## src/rtl/mem_access_seq_pkg.sv

```systemverilog
// Shared types and constants for the memory access sequencer: FSM states,
// fault cause codes and the default abort timeout.
package mem_access_pkg;

  typedef enum logic [2:0] {
    ST_IDLE = 3'd0,
    ST_REQ  = 3'd1,
    ST_WAIT = 3'd2,
    ST_DONE = 3'd3,
    ST_ERR  = 3'd4
  } state_t;

  localparam logic [1:0] ERR_NONE    = 2'b00;
  localparam logic [1:0] ERR_ALIGN   = 2'b01;
  localparam logic [1:0] ERR_TIMEOUT = 2'b10;
  localparam logic [1:0] ERR_BOUNDS  = 2'b11;

  localparam int DEF_TIMEOUT_CYC = 16;

  // Word accesses only: any non-zero byte offset is rejected.
  function automatic logic misaligned(input logic [1:0] lsb);
    return (lsb != 2'b00);
  endfunction

endpackage

```

## src/rtl/mem_access_seq_if.sv

```systemverilog
// Memory request/response bus between the access sequencer (master) and the
// data memory (slave).
interface mem_access_seq_if #(
  parameter int AW = 32
);
  logic          req_o;
  logic          we_o;
  logic [AW-1:0] addr_o;
  logic [31:0]   wdata_o;
  logic          gnt_i;
  logic          rvalid_i;
  logic [31:0]   rdata_i;

  modport master (
    output req_o, we_o, addr_o, wdata_o,
    input  gnt_i, rvalid_i, rdata_i
  );

  modport slave (
    input  req_o, we_o, addr_o, wdata_o,
    output gnt_i, rvalid_i, rdata_i
  );
endinterface

```

## src/rtl/mem_access_seq_timer.sv

```systemverilog
// Saturating cycle counter used to abort memory accesses that take too long;
// expired is asserted in the enabled cycle that brings the count to LIMIT.
module mem_access_timer #(
  parameter int LIMIT = 16
) (
  input  logic clk,
  input  logic rst_n,
  input  logic clear,
  input  logic enable,
  output logic expired
);
  localparam int CW = $clog2(LIMIT + 1);

  logic [CW-1:0] count_r;

  // Count enabled cycles, restart on clear, hold once the limit is reached.
  always_ff @(posedge clk or negedge rst_n) begin
    if (!rst_n) begin
      count_r <= '0;
    end else if (clear) begin
      count_r <= '0;
    end else if (enable && (count_r != CW'(LIMIT))) begin
      count_r <= count_r + CW'(1);
    end else begin
      count_r <= count_r;
    end
  end

  assign expired = enable && (count_r == CW'(LIMIT - 1));
endmodule

```

## src/rtl/mem_access_seq.sv

```systemverilog
// Load/store access sequencer: stalls the core while a single word access runs
// on the memory bus. Optional capability bounds check: CAP_BOUNDS_CHECK_EN.
module mem_access_seq
  import mem_access_pkg::*;
#(
  parameter int TIMEOUT_CYC = DEF_TIMEOUT_CYC,
  parameter int AW          = 32
) (
  input  logic              clk,
  input  logic              rst_n,
  input  logic              mem_read_i,
  input  logic              mem_write_i,
  input  logic [AW-1:0]     addr_i,
  input  logic [31:0]       wdata_i,
  input  logic [AW-1:0]     cap_base_i,
  input  logic [AW-1:0]     cap_top_i,
  output logic              stall_o,
  output logic              done_o,
  output logic [31:0]       rdata_o,
  output logic              fault_o,
  output logic [1:0]        err_code_o,
  mem_access_seq_if.master  mem
);

  state_t        state_r, state_next_s;
  logic [1:0]    err_next_s, err_code_r;
  logic          req_r, we_r, done_r, fault_r;
  logic [AW-1:0] addr_r;
  logic [31:0]   wdata_r, rdata_r;
  logic          capture_s, rcap_s, tmr_clear_s, tmr_en_s, tmr_expired_s;
  logic          bounds_bad_s;

`ifdef CAP_BOUNDS_CHECK_EN
  localparam int AWP = AW + 1;
  logic [AW:0] acc_end_s;
  // Compare with one spare bit so addr_i + 4 cannot wrap past the top.
  assign acc_end_s    = {1'b0, addr_i} + AWP'(32'd4);
  assign bounds_bad_s = (addr_i < cap_base_i) || (acc_end_s > {1'b0, cap_top_i});
`else
  logic cap_unused_s;
  assign cap_unused_s = ^{cap_base_i, cap_top_i};
  assign bounds_bad_s = 1'b0;
`endif

  mem_access_timer #(.LIMIT(TIMEOUT_CYC)) u_timer (
    .clk     (clk),
    .rst_n   (rst_n),
    .clear   (tmr_clear_s),
    .enable  (tmr_en_s),
    .expired (tmr_expired_s)
  );

  // Next-state and control decode.
  always_comb begin
    state_next_s = state_r;
    err_next_s   = ERR_NONE;
    capture_s    = 1'b0;
    rcap_s       = 1'b0;
    tmr_clear_s  = 1'b0;
    tmr_en_s     = 1'b0;
    case (state_r)
      ST_IDLE: begin
        if (!(mem_read_i || mem_write_i)) begin
          state_next_s = ST_IDLE;
        end else if ((mem_read_i && mem_write_i) || misaligned(addr_i[1:0])) begin
          state_next_s = ST_ERR;
          err_next_s   = ERR_ALIGN;
        end else if (bounds_bad_s) begin
          state_next_s = ST_ERR;
          err_next_s   = ERR_BOUNDS;
        end else begin
          state_next_s = ST_REQ;
          capture_s    = 1'b1;
          tmr_clear_s  = 1'b1;
        end
      end
      ST_REQ: begin
        tmr_en_s = 1'b1;
        if (mem.gnt_i) begin
          state_next_s = we_r ? ST_DONE : ST_WAIT;
        end else if (tmr_expired_s) begin
          state_next_s = ST_ERR;
          err_next_s   = ERR_TIMEOUT;
        end else begin
          state_next_s = ST_REQ;
        end
      end
      ST_WAIT: begin
        tmr_en_s = 1'b1;
        if (mem.rvalid_i) begin
          state_next_s = ST_DONE;
          rcap_s       = 1'b1;
        end else if (tmr_expired_s) begin
          state_next_s = ST_ERR;
          err_next_s   = ERR_TIMEOUT;
        end else begin
          state_next_s = ST_WAIT;
        end
      end
      ST_DONE: state_next_s = ST_IDLE;
      ST_ERR:  state_next_s = ST_IDLE;
      default: state_next_s = ST_IDLE;
    endcase
  end

  // State register plus registered bus and status outputs.
  always_ff @(posedge clk or negedge rst_n) begin
    if (!rst_n) begin
      state_r    <= ST_IDLE;
      req_r      <= 1'b0;
      we_r       <= 1'b0;
      addr_r     <= '0;
      wdata_r    <= 32'h0000_0000;
      rdata_r    <= 32'h0000_0000;
      done_r     <= 1'b0;
      fault_r    <= 1'b0;
      err_code_r <= ERR_NONE;
    end else begin
      state_r    <= state_next_s;
      req_r      <= (state_next_s == ST_REQ);
      done_r     <= (state_next_s == ST_DONE);
      fault_r    <= (state_next_s == ST_ERR);
      err_code_r <= err_next_s;
      if (capture_s) begin
        we_r    <= mem_write_i;
        addr_r  <= addr_i;
        wdata_r <= wdata_i;
      end else begin
        we_r    <= we_r;
        addr_r  <= addr_r;
        wdata_r <= wdata_r;
      end
      if (rcap_s) begin
        rdata_r <= mem.rdata_i;
      end else begin
        rdata_r <= rdata_r;
      end
    end
  end

  assign mem.req_o   = req_r;
  assign mem.we_o    = we_r;
  assign mem.addr_o  = addr_r;
  assign mem.wdata_o = wdata_r;

  assign stall_o    = (mem_read_i || mem_write_i) && (state_r != ST_DONE) && (state_r != ST_ERR);
  assign done_o     = done_r;
  assign fault_o    = fault_r;
  assign err_code_o = err_code_r;
  assign rdata_o    = rdata_r;
endmodule

```

## src/flat_wrapper.sv

```systemverilog
// flat-port wrapper written by rule: the top's interface ports become plain ports
module mem_access_seq_flat import mem_access_pkg::*;
#(
  parameter int TIMEOUT_CYC = DEF_TIMEOUT_CYC,
  parameter int AW          = 32
)
  (clk, rst_n, mem_read_i, mem_write_i, addr_i, wdata_i, cap_base_i, cap_top_i, stall_o, done_o, rdata_o, fault_o, err_code_o, mem_req_o, mem_we_o, mem_addr_o, mem_wdata_o, mem_gnt_i, mem_rvalid_i, mem_rdata_i);
  mem_access_seq_if #(.AW(AW)) mem_i ();
  input  logic clk;
  input  logic rst_n;
  input  logic mem_read_i;
  input  logic mem_write_i;
  input  logic [AW-1:0] addr_i;
  input  logic [31:0] wdata_i;
  input  logic [AW-1:0] cap_base_i;
  input  logic [AW-1:0] cap_top_i;
  output logic stall_o;
  output logic done_o;
  output logic [31:0] rdata_o;
  output logic fault_o;
  output logic [1:0] err_code_o;
  output wire logic [$bits(mem_i.req_o)-1:0] mem_req_o;
  output wire logic [$bits(mem_i.we_o)-1:0] mem_we_o;
  output wire logic [$bits(mem_i.addr_o)-1:0] mem_addr_o;
  output wire logic [$bits(mem_i.wdata_o)-1:0] mem_wdata_o;
  input wire logic [$bits(mem_i.gnt_i)-1:0] mem_gnt_i;
  input wire logic [$bits(mem_i.rvalid_i)-1:0] mem_rvalid_i;
  input wire logic [$bits(mem_i.rdata_i)-1:0] mem_rdata_i;
  assign mem_req_o = mem_i.req_o;
  assign mem_we_o = mem_i.we_o;
  assign mem_addr_o = mem_i.addr_o;
  assign mem_wdata_o = mem_i.wdata_o;
  assign mem_i.gnt_i = mem_gnt_i;
  assign mem_i.rvalid_i = mem_rvalid_i;
  assign mem_i.rdata_i = mem_rdata_i;
  mem_access_seq #(.TIMEOUT_CYC(TIMEOUT_CYC), .AW(AW)) u_core (.clk(clk), .rst_n(rst_n), .mem_read_i(mem_read_i), .mem_write_i(mem_write_i), .addr_i(addr_i), .wdata_i(wdata_i), .cap_base_i(cap_base_i), .cap_top_i(cap_top_i), .stall_o(stall_o), .done_o(done_o), .rdata_o(rdata_o), .fault_o(fault_o), .err_code_o(err_code_o), .mem(mem_i));
endmodule
```

## config.mk

```make
export PLATFORM = sky130hd
export DESIGN_NAME = mem_access_seq_flat
export DESIGN_NICKNAME = d
export VERILOG_FILES = /design/src/rtl/mem_access_seq_pkg.sv /design/src/rtl/mem_access_seq_if.sv /design/src/rtl/mem_access_seq_timer.sv /design/src/rtl/mem_access_seq.sv /design/src/flat_wrapper.sv
export SDC_FILE = /design/constraint.sdc
export NUM_CORES = 1
export LEC_CHECK = 0
export ABC_CLOCK_PERIOD_IN_PS = 2800
export CORE_UTILIZATION = 40
export CTS_BUF_LIST = sky130_fd_sc_hd__clkbuf_4 sky130_fd_sc_hd__clkbuf_8 sky130_fd_sc_hd__clkbuf_16
export CTS_CLUSTER_DIAMETER = 100
export CTS_CLUSTER_SIZE = 12
export DETAILED_ROUTE_END_ITERATION = 6
export GPL_TIMING_DRIVEN = 0
export PLACE_DENSITY = 0.85
export SLEW_MARGIN = 10
export SYNTH_ARGS = -nofsm -noshare
export SYNTH_HDL_FRONTEND = slang
export SYNTH_SLANG_ARGS = --single-unit
```

## constraint.sdc

```tcl
create_clock -name clk -period 2.8 [get_ports clk]
set_input_delay 0.28 -clock clk [delete_from_list [all_inputs] [get_ports clk]]
set_output_delay 0.28 -clock clk [all_outputs]
set_load 0.005 [all_outputs]
```

==> results.json <==
{
  "post-route-period-util_pct": 89.50,
  "yosys-top-cells-count": "dfrtp_1 (110), mux2_2 (70), mux2_4 (25)",
  "clock-skew-final_ns": 0.01489,
  "dr.pass1.iters": 4,
  "design.portCount": 269,
  "rows": 38,
  "ant_nets": 0,
  "num_vias": 3089,
  "synth-xor-area-share_pct": 0.3907,
  "fin_area_sq_um": 6962,
  "cp_top_family": "buffers and inverters",
  "critical_path_required_ns": 2.52,
  "min_path_type": "in -> async",
  "fmax_ghz": 0.3990,
  "drc": 0,
  "reg2reg_depth": 7,
  "status": "complete, no violations",
  "worstPathCellList": "buf_2, clkbuf_1, nor2_1, a221oi_1, clkdlybuf4s50_1",
  "yosysTopAreaCellShare_pct": 61.40,
  "synth_area_sq_um": 4483,
  "synth_edf_count": 0,
  "yosysMostFrequentCell": "dfrtp_1",
  "multi_input_comb_area_sq_um": 1550,
  "clk_pin_slew_ns": 0.10,
  "synth_compound_area_share_pct": 3.489,
  "ir_drop_mv": 0.5034,
  "ys_seq_area_share_pct": 61.40,
  "initial_core_util_pct": 41.17,
  "cpMaxStageDelayCell": "clkdlybuf4s50_1",
  "worstReg2RegStart": "u_core.state_r[0]",
  "clock_sinks": 110,
  "port_buffers": 204,
  "overflow": 0,
  "synth_area_per_cell_sq_um": 16.01,
  "syn_nets": 449,
  "insertion_delay_ns": 0.36,
  "fin_nets": 666,
  "synthArstFlopShare_pct": 100.0,
  "wirelength_um": 10550,
  "synthAdderAreaFrac_pct": 0.8373,
  "synth_top_family_by_area": "multiplexers",
  "fin_crit_ns": 2.506,
  "fillers": 863,
  "relSlewSlack_pct": 66.13,
  "grt_pass1_wl_um": 16400,
  "clockBufferDepth": 2,
  "final_layout_size_suffix_gt1_share_pct": 25.90,
  "dieHeight_um": 107.9,
  "numCtsBuffers": 9,
  "antenna_found_initial": 0,
  "drv_cap": 0,
  "drtIter0Drc": 103,
  "cts_root_buf": "clkbuf_8",
  "critPathLaunchType": "flip-flop",
  "dieArea_sq_um": 11630,
  "die_w_um": 107.9,
  "synth-main-ff-cell": "dfrtp_1",
  "synthSimpleGateAreaFrac_pct": 3.907,
  "placed_cell_area_sq_um": 6729,
  "core-area_sq_um": 10890,
  "post_cts_buffers": 0,
  "pwr_density_cell_nw_per_um2": 994.8,
  "end_kind": "primary output",
  "muxShareOfSynthArea_pct": 25.96,
  "r2r_slack_ns": 0.95,
  "worstSetupPathType": "reg -> out",
  "slowest_delay_ns": 0.56,
  "grt_setup_unrepaired": "false",
  "viasPerCell": 4.812,
  "setup_viol": 0,
  "grt_pass1_vias": 3296,
  "ys_seq_elements": 110,
  "ys_top_cells_by_area": "dfrtp_1 (61%), mux2_2 (18%), mux2_4 (8.4%)",
  "power.leakage_nw": 2.950,
  "cp_max_fo": 10,
  "worst-path-buf-inv": 3,
  "seqCellArea_sq_um": 2753,
  "yosys_warnings": 0,
  "synthCells": 280,
  "cp_data_arrival_time_ns": 2.23,
  "hold_viol_final": 0,
  "synth_top_area_cell": "dfrtp_1",
  "fin_tns_setup_ns": 0,
  "globalplace.congestion": 0.8573,
  "h-tree-depth": 3,
  "slew_violations": 0,
  "grt_max_degree": 60,
  "reg2reg_to": "u_core.mem.wdata_o[20]",
  "dp_hpwl_um": 8087,
  "routedWlPerCell_um": 16.44,
  "cts_tree": "yes",
  "synth.distinct_cells": 39,
  "antenna_cells": 0,
  "holdBufCountCts": 1,
  "worst_slew_pin_slew_ns": 0.5013,
  "cts_resized": 0,
  "grtUsageTotal_pct": 18.41,
  "areaGrowthSynthToFinish_pct": 55.29
}
-- routing by layer --
metal / vias up / GRT usage (%) / part of all wire (%)
met4: 0 / 7.339 / 1.9
met2: 111 / 32.60 / 52
met3: 15 / 3.814 / 6.0
met5: - / 0 / 0
li1: 1426 / - / -
met1: 1537 / 21.66 / 40
-- cell usage in the layout, fill, tap and decap left out, types with 3 or more instances in the layout --
master           netlist  layout
clkdlybuf4s50_1        0     203
clkbuf_8               0      10
buf_12                 3       3
ha_1                   3       3
inv_1                  6       6
mux2_2                70      70
a21oi_1                5       5
buf_2                  3       3
nand2b_1               3       3
nor2_1                 8       8
o31ai_1                3       3
dfrtp_1              110     110
mux2_4                25      25
buf_4                  7       7
-- sequential cells by signal (all words and copies together), names as in the netlist --
signal and count:
u_core.mem.we_o 1, u_core.u_timer.count_r 5, u_core.mem.req_o 1, u_core.mem.wdata_o 32
u_core.rdata_o 32, u_core.state_r 3, u_core.err_code_o 2, u_core.mem.addr_o 32
u_core.fault_o 1, u_core.done_o 1
-- worst max path at each step --
stage | endpoint | startpoint | cells past startpoint | slack, ns
6_report | stall_o | u_core.state_r[2] | 5 | 0.29
5_1_grt | stall_o | u_core.state_r[2] | 5 | 0.19
4_1_cts | stall_o | u_core.state_r[2] | 5 | 0.26
3_5_place_dp | u_core.mem.wdata_o[10] | mem_read_i | 7 | 0.57
3_3_place_gp | u_core.mem.addr_o[10] | rst_n | 1 | -2.55
2_1_floorplan | u_core.mem.wdata_o[10] | u_core.state_r[0] | 7 | 1.15
-- per-stage QoR --
step	std cells	setup slack (ns)	hold WS (ns)	utilization, %	total power [W]
after floorplan	280	1.154	-0.01559	-	0.004037
after global placement	624	-2.550	0.4716	61.54	0.005803
after detailed placement	625	0.5742	0.2549	61.80	0.005948
after CTS	642	0.2643	0.4149	63.94	0.007020
after global routing	642	0.1933	0.4698	63.94	0.007371
final	642	0.2939	0.4211	63.94	0.006926
-- where the power goes --
group	leakage [nW]	internal (W)	switching, W
combinational	1.50	0.00217	0.000976
sequential	1.34	0.00234	0.000401
clock	0.108	0.000525	0.000509
total	2.95	0.00504	0.00189
-- cells by family (layout without fill, tap and decap cells) --
family	after synthesis	after routing
AOI/OAI and AO/OA	20	20
xor gates and xnor gates	2	2
adders and majority gates	3	3
buffers and inverters	22	244
DFF	110	110
muxes	95	95
and+or+nand+nor	28	28
-- area by class of cell --
type                            count  area share (%)
Clock buffer                       10           1.977
Buffer                             16           2.265
Timing Repair Buffer              206           29.89
Sequential cell                   110           39.54
Multi-Input combinational cell    148           22.27
Tap cell                          140           2.516
Clock inverter                      6           1.222
Inverter                            6          0.3235
Note: power is estimated with default switching activity, not from simulation.
